$ cat src/rtl/hex_page_pkg.sv
// Shared definitions for the hex display page scheduler: FSM state encoding
// and the CPU byte-source slot numbers on src_bus.
package hex_page_pkg;

  typedef enum logic [1:0] {
    ST_EMPTY = 2'd0,
    ST_BLANK = 2'd1,
    ST_SHOW  = 2'd2
  } state_e;

  localparam logic [2:0] SRC_MAR = 3'd0;
  localparam logic [2:0] SRC_AC  = 3'd1;
  localparam logic [2:0] SRC_R   = 3'd2;
  localparam logic [2:0] SRC_PC  = 3'd3;
  localparam logic [2:0] SRC_IR  = 3'd4;
  localparam logic [2:0] SRC_DR  = 3'd5;
  localparam logic [2:0] SRC_TR  = 3'd6;
  localparam logic [2:0] SRC_CHK = 3'd7;

endpackage

$ cat src/rtl/hex_page_scheduler_key_sync_edge.sv
// Two-flop synchroniser for an active-low push-key plus a falling-edge pulse.
// The pulse is high for one cycle, two cycles after the key low is first sampled.
module key_sync_edge (
  input  logic clk_i,
  input  logic rst_n_i,
  input  logic key_n_i,
  output logic fall_o
);

  logic [2:0] sync_q;

  always_ff @(posedge clk_i) begin
    if (!rst_n_i) begin
      sync_q <= 3'b111;
    end else begin
      sync_q <= {sync_q[1:0], key_n_i};
    end
  end

  // sync_q[2] is the previous synchronised level; a held key yields one pulse
  assign fall_o = sync_q[2] & ~sync_q[1];

endmodule

$ cat src/rtl/hex_page_scheduler.sv
// Rotates up to 8 CPU byte sources onto the two-digit hex display, with blanking gaps.
// Optional macro HEX_PAGE_CHANGE_FLASH_EN: pulse change_flag and restart dwell on value change.
module hex_page_scheduler
  import hex_page_pkg::*;
#(
  parameter int DWELL_CYC = 50,
  parameter int BLANK_CYC = 2,
  parameter int DW        = 8
) (
  input  logic            light_clk,
  input  logic            rst_n,
  input  logic            auto_en,
  input  logic            step_key_n,
  input  logic            hold,
  input  logic [8*DW-1:0] src_bus,
  input  logic [7:0]      src_valid,
  output logic [DW-1:0]   disp_byte,
  output logic [2:0]      page_idx,
  output logic            blank,
  output logic            page_change,
  output logic            change_flag
);

  localparam int DCW = $clog2(DWELL_CYC + 1);
  localparam int BCW = $clog2(BLANK_CYC + 1);

  state_e          state_q, state_d;
  logic [2:0]      page_q, page_d;
  logic [DW-1:0]   disp_q, disp_d;
  logic            pc_q, pc_d;
  logic            flag_q, flag_d;
  logic [DCW-1:0]  dwell_q, dwell_d;
  logic [BCW-1:0]  bcnt_q, bcnt_d;
  logic            auto_q;
  logic            step;
  logic            adv;
  logic            changed;
  logic [3:0]      nv;
  logic [DW-1:0]   cur_byte;

  key_sync_edge u_key (
    .clk_i   (light_clk),
    .rst_n_i (rst_n),
    .key_n_i (step_key_n),
    .fall_o  (step)
  );

  // {found, index} of the first valid source after cur, wrapping, never cur itself
  function automatic logic [3:0] next_valid(input logic [2:0] cur, input logic [7:0] v);
    logic [3:0] r;
    logic [2:0] j;
    r = 4'd0;
    for (int k = 7; k >= 1; k--) begin
      j = cur + 3'(k);
      if (v[j]) r = {1'b1, j};
    end
    return r;
  endfunction

  function automatic logic [2:0] lowest_valid(input logic [7:0] v);
    logic [2:0] r;
    r = 3'd0;
    for (int k = 7; k >= 0; k--) begin
      if (v[k]) r = 3'(k);
    end
    return r;
  endfunction

  always_comb begin
    state_d  = state_q;
    page_d   = page_q;
    dwell_d  = dwell_q;
    bcnt_d   = bcnt_q;
    pc_d     = 1'b0;
    flag_d   = 1'b0;
    adv      = 1'b0;
    nv       = next_valid(page_q, src_valid);
    cur_byte = src_bus[int'(page_q)*DW +: DW];
`ifdef HEX_PAGE_CHANGE_FLASH_EN
    changed  = (cur_byte != disp_q);
`else
    changed  = 1'b0;
`endif

    case (state_q)
      ST_EMPTY: begin
        if (|src_valid) begin
          page_d  = lowest_valid(src_valid);
          pc_d    = 1'b1;
          state_d = ST_BLANK;
          bcnt_d  = '0;
        end
      end
      ST_BLANK: begin
        if (!src_valid[page_q]) begin
          adv = 1'b1;
        end else if (bcnt_q == BCW'(BLANK_CYC - 1)) begin
          state_d = ST_SHOW;
          dwell_d = '0;
        end else begin
          bcnt_d = bcnt_q + BCW'(1);
        end
      end
      ST_SHOW: begin
        if (!src_valid[page_q]) begin
          adv = 1'b1;
        end else if (!hold) begin
          flag_d = changed;
          if (auto_en != auto_q) begin
            dwell_d = '0;
          end else if (auto_en) begin
            if (changed) begin
              dwell_d = '0;
            end else if (dwell_q == DCW'(DWELL_CYC - 1)) begin
              adv = 1'b1;
            end else begin
              dwell_d = dwell_q + DCW'(1);
            end
          end else if (step) begin
            adv = 1'b1;
          end
        end
      end
      default: state_d = ST_EMPTY;
    endcase

    // A sole still-valid page keeps showing with a fresh dwell instead of re-blanking
    if (adv) begin
      if (nv[3]) begin
        page_d  = nv[2:0];
        pc_d    = 1'b1;
        state_d = ST_BLANK;
        bcnt_d  = '0;
      end else if (src_valid[page_q]) begin
        state_d = ST_SHOW;
        dwell_d = '0;
      end else begin
        state_d = ST_EMPTY;
      end
    end

    disp_d = (state_d == ST_SHOW) ? src_bus[int'(page_d)*DW +: DW] : '0;
  end

  always_ff @(posedge light_clk) begin
    if (!rst_n) begin
      state_q <= ST_EMPTY;
      page_q  <= SRC_MAR;
      disp_q  <= '0;
      pc_q    <= 1'b0;
      flag_q  <= 1'b0;
      dwell_q <= '0;
      bcnt_q  <= '0;
      auto_q  <= 1'b0;
    end else begin
      state_q <= state_d;
      page_q  <= page_d;
      disp_q  <= disp_d;
      pc_q    <= pc_d;
      flag_q  <= flag_d;
      dwell_q <= dwell_d;
      bcnt_q  <= bcnt_d;
      auto_q  <= auto_en;
    end
  end

  assign disp_byte   = disp_q;
  assign page_idx    = page_q;
  assign blank       = (state_q != ST_SHOW);
  assign page_change = pc_q;
  assign change_flag = flag_q;

endmodule
$ cat config.mk
export PLATFORM = sky130hd
export DESIGN_NAME = hex_page_scheduler
export DESIGN_NICKNAME = d
export VERILOG_FILES = /design/src/rtl/hex_page_pkg.sv /design/src/rtl/hex_page_scheduler_key_sync_edge.sv /design/src/rtl/hex_page_scheduler.sv
export SDC_FILE = /design/constraint.sdc
export NUM_CORES = 1
export LEC_CHECK = 0
export CORE_MARGIN = 2
export CORE_UTILIZATION = 43
export DETAILED_ROUTE_END_ITERATION = 16
export PLACE_DENSITY = 0.78
export SETUP_SLACK_MARGIN = 0.15
export SLEW_MARGIN = 15
export SYNTH_ARGS = -nofsm -noshare
export SYNTH_HDL_FRONTEND = slang
export SYNTH_SLANG_ARGS = --single-unit
$ cat constraint.sdc
create_clock -name light_clk -period 3.6 [get_ports light_clk]
set_clock_uncertainty 0.15 [all_clocks]
set_input_delay 0.72 -clock light_clk [delete_from_list [all_inputs] [get_ports light_clk]]
set_output_delay 0.72 -clock light_clk [all_outputs]
set_load 0.005 [all_outputs]
# --- Word-level counts from Yosys, hierarchy flattened ---
# Cells that the tools add are included.
word_totals:
  regBits: 26
  in_bits: 77
  word_cells: 109
op_classes:
  addsub: 9
  n_lt_le_gt_ge: 8
  n_eq_ne: 7
  n_shift: 1
  n_mux: 71
  bitwise: 2
  n_reduce_logical: 3
ops:
  columns: ["cell", "n"]
  rows:
  - ["indexed part select 64 x 7 -> 8 bit", 1]
  - ["two-way mux 6 bit", 10]
  - ["two-way mux 3 bit", 12]
  - ["< comparator 3 x 4 -> 1 bit, second input constant", 8]
  - ["two-way mux 4 bit", 7]
  - ["binary-select mux 1 bit (select 3 bit)", 8]
  - ["two-way mux 2 bit", 11]
  - ["two-way mux 1 bit", 19]
  - ["adder 3 bit, second input constant", 4]
  - ["one-hot mux 6 bit (2 select lines)", 1]
  - ["OR reduction 8 bit", 1]
  - ["adder 3 x 2 -> 3 bit, second input constant", 2]
  - ["adder 6 x 1 -> 6 bit, second input constant", 1]
  - ["equality test 6 bit, second input constant", 1]
  - ["one-hot mux 2 bit (3 select lines)", 1]
  - ["equality test 2 x 1 -> 1 bit, second input constant", 2]
  - ["equality test 2 bit, second input constant", 2]
  - ["one-hot mux 2 bit (2 select lines)", 1]
  - ["adder 3 x 1 -> 3 bit, second input constant", 1]
  - ["adder 2 x 1 -> 2 bit, second input constant", 1]
  - ["logical NOT 2 bit", 1]
  - ["!= test 2 bit, second input constant", 1]
  - ["one-hot mux 1 bit (2 select lines)", 1]
  - ["AND reduction 2 bit", 1]
  - ["other kinds (3)", 3]

# --- Logic depth before layout (Yosys ltp) ---
# Gate-level depths: netlist of run 1.
depth:
  depth_word: 14
  mapped_depth: 17
  ltp_nobuf: 11

# --- Hierarchy ---
# Synthesis of run 1 repeated with hierarchy kept, for this count alone.
unflattened:
  cells_unflattened: 341
  area_unflattened_um2: 2967.8
by_module_without_submodules:
  columns: ["mod", "instances", "cells_per_inst", "area_per_inst_um2", "seq_area_each_um2"]
  rows:
  - ["hex_page_scheduler", 1, 334, 2882.8, 460.4]
  - ["key_sync_edge", 1, 7, 85.1, 60.1]

# --- Least setup slack after synthesis of run 1 ---
# OpenSTA, ideal clock, no wires.
synth_path:
  path_type: "register -> register"
  startpoint: "reg page_q[1] (netlist: page_idx[1])"
  endpoint: "reg disp_q[6] (netlist: disp_byte[6])"
  setup_ns: 0.074
  arrival_ns: 3.468
  required_ns: 3.376
  setup_slack_ns: -0.092
  stages_incl_launch_ff: 18
  path_cell_list: "dfxtp_1 buf_4 buf_4 inv_1 ha_1 buf_4 mux2_2 nor3_1 a211oi_2 nor3_4 or2_0 buf_2 a311o_1 buf_6 nand2_8 buf_12 mux2_1 o211ai_2"
synth_via:
  elab_chain_len: 14
  word_cells_on_any_way: 45
synth_lines:
  columns: ["item", "line", "rtl"]
  rows:
  - ["start, declared", "hex_page_scheduler.sv:28", "logic [2:0] page_q, page_d;"]
  - ["start signal, assigned", "hex_page_scheduler.sv:157", "page_q <= page_d;"]
  - ["branches (longest 14 deep; another with adder 3 bit)", null, null]
  - ["end signal, assigned", "hex_page_scheduler.sv:158", "disp_q <= disp_d;"]
  - ["end, declared", "hex_page_scheduler.sv:29", "logic [DW-1:0] disp_q, disp_d;"]
# Parallel ways; which one is timed is not known. The select of a mux whose other input is x is not followed.
# A chain may end at the register's enable or synchronous reset.

# --- Worst setup path in the final report of run 1 ---
layout_path:
  startpoint: "in src_valid[1]"
  endpoint: "reg disp_q[7] (netlist: disp_byte[7])"
layout_via:
  elab_chain_len: 13
  word_cells_on_any_way: 42
layout_lines:
  columns: ["item", "line", "rtl"]
  rows:
  - ["start, declared", "hex_page_scheduler.sv:16", "input logic [7:0] src_valid,"]
  - ["branches (longest 13 deep; another with indexed part select 64 x 7 -> 8 bit)", null, null]
# Parallel ways; which one is timed is not known. The select of a mux whose other input is x is not followed.

==> impl_metrics.toml, run 1 <==
[final_layout]
drive_gt1_share_pct = 33.26
finish.utilization_pct = 68.41
syn_to_final_growth_pct = 55.78
nNetsFinal = 555
final_cells = 549
n_antenna_cell = 0
final.fill_count = 529
final_common_cell = "clkdlybuf4s50_1"
final_cell_mix = "80 x clkdlybuf4s50_1, 55 x buf_4, 25 x dfxtp_1"

[outcome]
status = "finished clean"

[route]
wirelength_met1_um = 3751
wl_met2_um = 5130
drt_iter0_markers = 208
wl_met3_um = 649
drt_first_pass_iters = 4
wl_per_cell_um = 17.90
top_layer_used = "met4"
vias = 3262
drt-total-wl_um = 9829
avgViaCountPerCell = 5.942
drc = 0
final_antenna_net_count = 0

[cts]
clk_pin_slew_ns = 0.10
clk_path_buf_depth = 2
cts-htree-levels = 1
cts_tree = "done"
cts_buffers = 3
clock_latency_ns = 0.28
clkSinkCount = 26
cts_root_buffer = "clkbuf_8"
ctsHoldBuffers = 0

[logic_synthesis]
postSynthAreaPerCell_um2 = 8.630
synth.top_cell.area_share_pct = 17.74
synthDistinctLibCells = 72
netlist_area_um2 = 2934
ys_seq_elements = 26
synth-edff-count = 0
yosysWarningCount = 0
syn-num-nets = 425
synth_ff_type = "dfxtp_1"
syn_inst = 340
synth_area_leader_cell = "dfxtp_1"
synthTopCellsByArea = "dfxtp_1 18%, mux4_2 7.7%, mux2i_1 6.8%, mux2_2 5.4%, a22oi_1 4.1%"
async_flop_share_pct = 0
synth-seq-area-share_pct = 17.74

[power]
finalPower_mw = 1.706
vdd_drop_max_mv = 0.2249
p_leak_nw = 1.733
p_per_area_nw_per_um2 = 373.3

[sta]
setup_tns_ns = 0
hold_viol_final = 0
rsz0062_at_grt = "no"
slew_violations = 0
relSlewSlack_pct = 42.34
postLayoutSetupSlackWorst_ns = 0.2459
max_freq_mhz = 298.1
setup_viol = 0
tightest_slew_ns = 0.8575
fin_crit_sh_pct = 93.17
layout_min_cycle_time_ns = 3.354

[placed_design]
hpwl_um = 7289
gp_congestion = 0.9433
numPortBuffers = 89
placedCellCount = 536
dp_slack_ns = -0.4164

[setup_path]
worst-setup-path-type = "input port to flop"
slowest_delay_ns = 0.53
cp_cell_sequence = "clkdlybuf4s15_1 -> buf_4 -> or4_4 -> o31ai_4 -> a21oi_1 -> o211ai_1 -> o211ai_1 -> nor4b_4 -> buf_4 -> clkbuf_16 -> a22oi_2 -> mux2_4 -> o211ai_2"
arrival_ns = 3.41
required_ns = 3.66
worstPathMaxFanout = 8
endpoint_kind = "flop"
slowest_stage = "or4_4"
crit_path_start_kind = "input port"

[run]
maxCapViolCount = 0

[floorplan]
coreArea_um2 = 6681
initial_core_util_pct = 43.91
fp.dieW_um = 86.61
num_rows = 30
io_pins = 91
die_h_um = 86.61
design.die.area_um2 = 7500

[global_routing]
grt_max_degree = 18
antenna_found_initial = 0
grt_pass1_vias = 3215
track_usage_pct = 25.22
grt_pass1_wl_um = 15200
overflow = 0

[min_path]
hp-class = "flop to flop"
final timing paths:
path                                 startpoint               to  slack, ns  cells after the start
worst min-delay path            u_key.sync_q[0]  u_key.sync_q[1]       0.27                      1
worst min register to register  u_key.sync_q[0]  u_key.sync_q[1]       0.27                      1
worst max register to register      page_idx[0]     disp_byte[6]       0.29                     11
worst max-delay path               src_valid[1]     disp_byte[7]       0.25                     13
repair_timing:
action | in CTS | in global routing
setup endpoints to repair | 8 | 9
buffers inserted | 2 | 4
resized for setup | 22 | 44
pin swaps | 10 | 13
gates cloned | 2 | 1
metal layers:
metal | vias up | track usage [%]
met2 | 145 | 45.80
li1 | 1546 | -
met1 | 1547 | 30.33
met5 | - | 0
met3 | 24 | 3.905
met4 | 0 | 7.955
flip-flops by register name (all words and copies together), names as in the netlist:
register and count:
auto_q 1, bcnt_q 2, disp_byte 8, dwell_q 6
page_change 1, page_idx 3, state_q 2, u_key.sync_q 3
through the flow:
step / cell area, um2 / hold slack, ns
3_3_place_gp: 4205 / 0.2401
6_report: 4571 / 0.2674
3_5_place_dp: 4205 / 0.2433
4_1_cts: 4357 / 0.2672
5_1_grt: 4571 / 0.3094
2_1_floorplan: 2972 / 0.2363
logic make-up (layout without fill, tap and decap cells):
kind of cell | after synthesis | count (layout) | synth area share, %
fa+ha+maj | 8 | 8 | 3.412
buf+inv | 41 | 168 | 7.249
compound gates | 106 | 106 | 27.55
xor+xnor | 6 | 6 | 2.047
mux | 46 | 46 | 20.64
flops | 26 | 26 | 17.74
simple gates | 106 | 108 | 21.24
other cells | 1 | 1 | 0.1278
critical path, delay by kind of cell:
family / cells / cell delay [ns]
buf+inv: 4 / 0.79
simple gates: 2 / 0.84
compound gates: 6 / 0.78
mux: 1 / 0.27
power by group:
group / switching, mW / internal (mW) / leakage, nW / total [mW]
Sequential: 0.0247 / 0.306 / 0.212 / 0.330
Clock: 0.100 / 0.149 / 0.0357 / 0.249
Combinational: 0.563 / 0.563 / 1.49 / 1.13
Total: 0.688 / 1.02 / 1.73 / 1.71
synth_stat cells, drive strengths merged (4+ instances only):
library cell,instances
mux4,10
a21oi,17
inv,16
buf,16
and2,6
nor3,13
mux2i,20
nor2,15
ha,8
o21ai,21
o211ai,11
a21bo,8
nor2b,6
clkbuf,9
nor4,4
mux2,16
nand2,23
a22oi,16
nand2b,7
xnor2,4
a21boi,4
a211oi,4
dfxtp,26
nand3,12
layout make-up:
| type | count | area (um2) | area share (%) |
|---|---|---|---|
| Clock inverter | 1 | 30.03 | 0.6570 |
| Tap cell | 80 | 100.1 | 2.190 |
| Sequential cell | 26 | 521.8 | 11.42 |
| Clock buffer | 3 | 41.29 | 0.9034 |
| Multi-Input combinational cell | 275 | 2457 | 53.76 |
| Inverter | 16 | 60.06 | 1.314 |
| Timing Repair Buffer | 148 | 1360 | 29.76 |
(Power assumes the default switching activity.)
==> run 2: changes to the inputs <==
TNS_END_PERCENT = 10   (was unset)
==> run 2 against run 1 <==
First-iteration DRC count fell by 10%; sequential power barely moved; register-to-register slack got worse by 0.13 ns; wire length fell by 2.6%; critical path type unchanged; largest cell class unchanged; via count fell by 0.28%; final area fell by 0.71%; die area did not move; flip-flop and latch count did not move.
==> impl_metrics.toml, run 2 (synthesized netlist as in run 1, its figures left out) <==
[outcome]
status = "finished clean"

[sta]
hold_viol_final = 0
max_freq_mhz = 284.3
fin_crit_sh_pct = 97.71
setup_viol = 0
slew_violations = 0
postLayoutSetupSlackWorst_ns = 0.08230
tightest_slew_ns = 0.6718
relSlewSlack_pct = 54.83
rsz0062_at_grt = "yes"
layout_min_cycle_time_ns = 3.518
setup_tns_ns = 0

[cts]
cts_buffers = 3
cts-htree-levels = 1
cts_tree = "done"
clk_path_buf_depth = 2
clkSinkCount = 26
clock_latency_ns = 0.28
clk_pin_slew_ns = 0.10
cts_root_buffer = "clkbuf_8"

[setup_path]
rr_startpoint = "page_idx[1]"
crit_path_start_kind = "input port"
endpoint_kind = "flop"
required_ns = 3.65
worstPathMaxFanout = 8
arrival_ns = 3.57
crit_start = "src_valid[2]"
worst-setup-path-type = "input port to flop"

[placed_design]
gp_congestion = 0.8981
place_area_um2 = 4164
numPortBuffers = 89
dp_slack_ns = -0.3582
hpwl_um = 7000

[floorplan]
coreArea_um2 = 6681
io_pins = 91
fp.dieW_um = 86.61
design.die.area_um2 = 7500
initial_core_util_pct = 43.91
num_rows = 30
die_h_um = 86.61

[global_routing]
grt_pass1_wl_um = 15010
grt_pass1_vias = 3193
antenna_found_initial = 0
grt_max_degree = 18
track_usage_pct = 25.16
overflow = 0

[power]
p_per_area_nw_per_um2 = 373.4
finalPower_mw = 1.695
p_leak_nw = 1.709
vdd_drop_max_mv = 0.2011

[final_layout]
syn_to_final_growth_pct = 54.67
largest_register_ffs = 8
n_antenna_cell = 0
fin_area_um2 = 4538
drive_gt1_share_pct = 30.60
final_common_cell = "clkdlybuf4s50_1"
finish.utilization_pct = 67.92
nNetsFinal = 550
final_cell_mix = "80 x clkdlybuf4s50_1, 44 x buf_4, 24 x dfxtp_1"

[route]
drt-total-wl_um = 9576
drt_iter0_markers = 187
drt_first_pass_iters = 5
final_antenna_net_count = 0
avgViaCountPerCell = 5.980
vias = 3253
drc = 0
wl_per_cell_um = 17.60

[min_path]
hp-class = "flop to flop"
min-delay-start = "u_key.sync_q[0]"

[run]
maxCapViolCount = 0
[run 2: cell type report]
type,instances,area [um2]
Timing Repair Buffer,143,1378
Fill cell,524,2143
Tap cell,80,100.1
Multi-Input combinational cell,275,2406
Sequential cell,26,523.0
Inverter,16,60.06
Clock inverter,1,30.03
Clock buffer,3,41.29
[run 2: through the flow]
stage | cells | hold WS, ns
3_3_place_gp | 531 | 0.2421
4_1_cts | 544 | 0.2691
5_1_grt | 544 | 0.2824
3_5_place_dp | 531 | 0.2448
2_1_floorplan | 340 | 0.2363
6_report | 544 | 0.2667
[run 2: critical path, stage by stage]
cell           delay (ns)
dlygate4sd2_1        0.28
buf_4                0.18
or4_4                0.56
o31ai_4              0.20
a21oi_2              0.09
o211ai_1             0.15
o211ai_1             0.22
nor4b_4              0.41
bufbuf_16            0.33
a22oi_1              0.06
mux2_2               0.29
o211ai_2             0.08
[run 2: path summary, 6_finish.rpt]
path	depth (start not counted)	end	slack, ns
setup / recovery	12	disp_byte[5]	0.08
hold / removal	1	u_key.sync_q[1]	0.27
setup reg to reg	12	disp_byte[5]	0.16
hold reg to reg	1	u_key.sync_q[1]	0.27
[run 2: timing repair]
| action | 4_1_cts | 5_1_grt |
|---|---|---|
| pin swaps | 16 | 7 |
| hold buffers | 0 | 0 |
| endpoints found under the setup margin | 8 | 8 |
| resized for setup | 41 | 15 |
| cloned | 4 | 0 |
| buffers inserted | 5 | 0 |
[run 2: metal layers]
metal  track usage (%)  up-vias  routed length [um]
li1                  -     1537                   -
met1             29.03     1550                3766
met2             45.17      138                4918
met3             4.762       28                 563
met4             10.65        0                 327
met5                 0        -                   0
[run 2: power by group]
part           internal, mW  total [mW]  switching (mW)
combinational         0.555        1.11           0.558
sequential            0.306       0.330          0.0243
clock                 0.149       0.252           0.103
==> run 3: changes to the inputs <==
SETUP_SLACK_MARGIN = unset   (was 0.15)
==> run 3 against run 2 <==
Final cell count down 1.3%; combinational power down 7%; via count down 2.4%; sequential power about the same; global-route usage down 1.6 points; final area down 5.0%; non-clock buffer count down 5; wire length down 6.4%; critical endpoint is now disp_byte[3].
==> impl_metrics.toml, run 3 (synthesized netlist as in run 1, its figures left out) <==
[min_path]
hp-class = "flop to flop"
holdPathStages = 1

[floorplan]
fp.dieW_um = 86.61
coreArea_um2 = 6681
io_pins = 91
design.die.area_um2 = 7500
initial_core_util_pct = 43.91
num_rows = 30
die_h_um = 86.61

[cts]
clk_path_buf_depth = 2
clock_latency_ns = 0.28
cts_root_buffer = "clkbuf_8"
cts_buffers = 3
cts_setup_buffers = 0
cts_tree = "done"
clk_pin_slew_ns = 0.10
clkSinkCount = 26
cts-htree-levels = 1

[power]
finalPower_mw = 1.608
vdd_drop_max_mv = 0.1792
p_leak_nw = 1.657
p_per_area_nw_per_um2 = 373.1

[sta]
fin_crit_sh_pct = 94.82
tightest_slew_ns = 0.7557
setup_viol = 0
postLayoutSetupSlackWorst_ns = 0.1865
relSlewSlack_pct = 48.96
max_freq_mhz = 293.0
setup_tns_ns = 0
layout_min_cycle_time_ns = 3.413
hold_viol_final = 0
slew_violations = 0

[route]
avgViaCountPerCell = 5.912
drt_first_pass_iters = 5
wl_per_cell_um = 16.69
vias = 3175
drt-total-wl_um = 8961
drt_iter0_markers = 233
drc = 0
final_antenna_net_count = 0

[setup_path]
ff2ff_path_depth = 11
worstPathMaxFanout = 15
endpoint_kind = "flop"
crit_path_start_kind = "flop"
worst-setup-path-type = "flop to flop"
required_ns = 3.67
arrival_ns = 3.48

[global_routing]
grt_pass1_wl_um = 14370
antenna_found_initial = 0
track_usage_pct = 23.60
grt_pass1_vias = 3116
overflow = 0
grt_max_degree = 18

[placed_design]
numPortBuffers = 89
hpwl_um = 7054
dp_slack_ns = -0.2766
gp_congestion = 0.9120

[final_layout]
final_common_cell = "clkdlybuf4s50_1"
drive_gt1_share_pct = 24.95
final.fill_count = 549
final_cell_mix = "80 x clkdlybuf4s50_1, 47 x buf_4, 26 x dfxtp_1"
n_antenna_cell = 0
finish.utilization_pct = 64.49
syn_to_final_growth_pct = 46.87
nNetsFinal = 543
largest_register_ffs = 8

[outcome]
status = "finished clean"

[run]
maxCapViolCount = 0
==> run 3: cell types whose count changed in the layout (fill, tap and decap cells not counted), sizes merged <==
cell / delta
buf: -3
bufbuf: -2
clkbuf: -2
clkdlybuf4s15: -2
dlygate4sd2: -4
dlymetal6s2s: +8
nand2: -2
==> run 3: power by group <==
group	internal [mW]	switching (mW)	leakage [nW]	total, mW
registers	0.305	0.0266	0.212	0.332
clock network	0.149	0.101	0.0357	0.250
logic	0.513	0.513	1.41	1.03
==> run 3: worst max-delay path: stages (launching register included) <==
cell      delay (ns)
dfxtp_1         0.83
xnor2_1         0.33
mux2i_1         0.19
a221oi_2        0.43
nor3_4          0.12
or2_4           0.27
buf_4           0.15
a311oi_2        0.27
buf_4           0.21
o21ai_0         0.10
a21bo_2         0.23
o211ai_2        0.06
==> run 3: area by class of cell <==
cell class	count	area, um2	area share (%)
flip-flops and latches	26	520.5	12.08
repair buffers	138	1303	30.23
clock buffers	3	41.29	0.9582
clock inverters	1	30.03	0.6969
multi-input cells	273	2255	52.32
inverters	16	60.06	1.394
well taps	80	100.1	2.323
==> run 3: metal layers <==
metal / wire [um] / GRT usage, % / up-vias / part of all wire [%]
met2: 4552 / 43.15 / 143 / 51
met3: 663 / 4.762 / 23 / 7.4
li1: - / - / 1523 / -
met1: 3549 / 28.11 / 1486 / 40
met4: 195 / 5.824 / 0 / 2.2
met5: 0 / 0 / - / 0
==> run 3: worst paths after layout <==
check                                      from         endpoint  slack [ns]
worst max-delay path                page_idx[2]     disp_byte[3]        0.19
worst max register to register      page_idx[2]     disp_byte[3]        0.19
worst min register to register  u_key.sync_q[0]  u_key.sync_q[1]        0.26
worst min-delay path            u_key.sync_q[0]  u_key.sync_q[1]        0.26
==> run 3: timing repair <==
item                                    in CTS  in global routing
pin swaps                                    0                  6
endpoints found under the setup margin       2                  8
gates resized for setup                      1                 20
hold buffers                                 0                  0
==> run 3: per-stage QoR <==
step | hold slack, ns | area (um2) | instances
floorplan | 0.2363 | 2954 | 340
global placement | 0.2415 | 4178 | 533
detailed placement | 0.2465 | 4178 | 533
CTS | 0.2692 | 4248 | 537
global route | 0.2995 | 4309 | 537
finish | 0.2634 | 4309 | 537
==> edit (flow settings as in run 1) <==
The 3 states of `state_e` get a one-hot encoding in 3 bits.
--- a/src/rtl/hex_page_pkg.sv
+++ b/src/rtl/hex_page_pkg.sv
@@ -2,10 +2,10 @@
 // and the CPU byte-source slot numbers on src_bus.
 package hex_page_pkg;
 
-  typedef enum logic [1:0] {
-    ST_EMPTY = 2'd0,
-    ST_BLANK = 2'd1,
-    ST_SHOW  = 2'd2
+  typedef enum logic [2:0] {
+    ST_EMPTY = 3'b001,
+    ST_BLANK = 3'b010,
+    ST_SHOW  = 3'b100
   } state_e;
 
   localparam logic [2:0] SRC_MAR = 3'd0;
Function: no difference found for any inputs over 10 cycles, from zero or initial values and one cycle with rst_n low; not proved beyond that.
==> edit against run 1 <==
  * Fmax fell by 9.1%
  * Sequential cell count is 1 higher
  * The flow now finishes with violations (negative setup slack)
  * Power fell by 9.3%
  * Area after synthesis is 4.8% lower
  * Wire length grew 2.2%
  * Highest routed layer unchanged
  * Design area fell by 3.1%
  * Non-clock buffer count grew 21
  * Worst setup slack lost 0.34 ns
==> edit: results (changes against run 1) <==
WL met1 - 3760 microns (+0.24%)
post-synthesis compound-gate area fraction - 0.174 (-0.101)
# fillers - 470 (-11%)
GR Layer Usage met1 - 0.291 (-0.0122)
WP data arrival - 3.72 ns (+0.31 ns)
wirelength, routed - 10000 microns (+2.2%)
critical path's largest stage delay - 0.51 ns (-0.02 ns)
Inverters excl. clock - 13 (-3)
GRT Util Overall - 0.249 (-0.00347)
post-CTS resize count - 36 (+64%)
Core Util, Final - 0.701 (+0.0171)
met3 wire len - 751 microns (+16%)
Synth area leaders - dfxtp_1 19%, mux4_1 11%, mux4_2 11%
post-route setup TNS - -0.461 ns (-0.461 ns)
setup ws final - -0.0909 ns (-0.337 ns)
placed wire-length estimate - 6770 microns (-7.1%)
Lkg Pwr - 1.74 nW (+0.59%)
Multi-In Gates - 234 (-15%)
layout cells sized above 1 - 0.342 (+0.00966)
via count - 3113 (-4.6%)
grt met3 use - 0.0551 (+0.0160)
Max FO, Critical Path - 7 (-1)
largest net degree at the start of global routing - 21 (+3)
clock network area share - 0.0110 (-0.00458)
placed cell areas - 4150 sq um (-1.3%)
met2 usage - 0.448 (-0.00994)
wire per inst - 19.2 microns (+7.1%)
non-clk buf share - 0.354 (+0.0569)
commonest cells in the netlist - 35 x nor2_1, 27 x dfxtp_1, 26 x nand2_1
Mapped Cells - 292 (-14%)
normalized max-slew margin - 0.631 (+0.207)
DR iter-0 viols - 195 (-6.3%)
Seq cells - 27 (+3.8%)
mux share of post-synthesis cell area - 0.348 (+0.142)
Final #Nets - 529 (-4.7%)
worst slack, placed - -0.599 ns (-0.183 ns)
sequential cell area share - 0.124 (+0.00965)
Top delay family on crit path - multiplexers
post-synthesis xor/xnor area fraction - 0.0157 (-0.00480)
P_int - 0.980 mW (-3.7%)
routability-driven placement congestion ratio - 0.843 (-11%)
mapped cell area - 2790 sq um (-4.8%)
first-pass GRT wire length - 14400 microns (-5.1%)
met2 routed WL - 5120 microns (-0.21%)
Synth cell types - 66 (-8.3%)
endpoints failing setup - 8 (+8)
register area share after synthesis - 0.193 (+0.0161)
worst vdd ir - 188 uV (-16%)
outcome - finished with violations
failing checks - negative setup slack
Buffers, non-clock - 169 (+14%)
slowest CP cell - mux4_2
Synth Area in Adders - 0.0179 (-0.0162)
==> edit: cell count changes in the layout (fill, tap and decap cells not counted), moves of 8 or more <==
cell | before | now
a22oi_2 | 16 | 0
a21bo_2 | 8 | 0
mux4_2 | 10 | 23
buf_4 | 55 | 69
nor2_1 | 15 | 34
o211ai_2 | 8 | 0
==> edit: path summary, 6_finish.rpt <==
kind | slack, ns | endpoint | startpoint | cells after the start
hold / removal | 0.28 | u_key.sync_q[1] | u_key.sync_q[0] | 1
setup reg to reg | -0.08 | disp_byte[2] | page_idx[1] | 14
hold reg to reg | 0.28 | u_key.sync_q[1] | u_key.sync_q[0] | 1
setup / recovery | -0.09 | disp_byte[2] | src_valid[2] | 14
==> edit: power groups by stage <==
stage	clock network [mW]	logic (mW)	registers, mW
6_report	0.186	1.03	0.331
5_1_grt	0.198	1.09	0.333
4_1_cts	0.184	0.920	0.329
3_5_place_dp	0	0.867	0.335
3_3_place_gp	0	0.845	0.335
2_1_floorplan	0	0.530	0.329
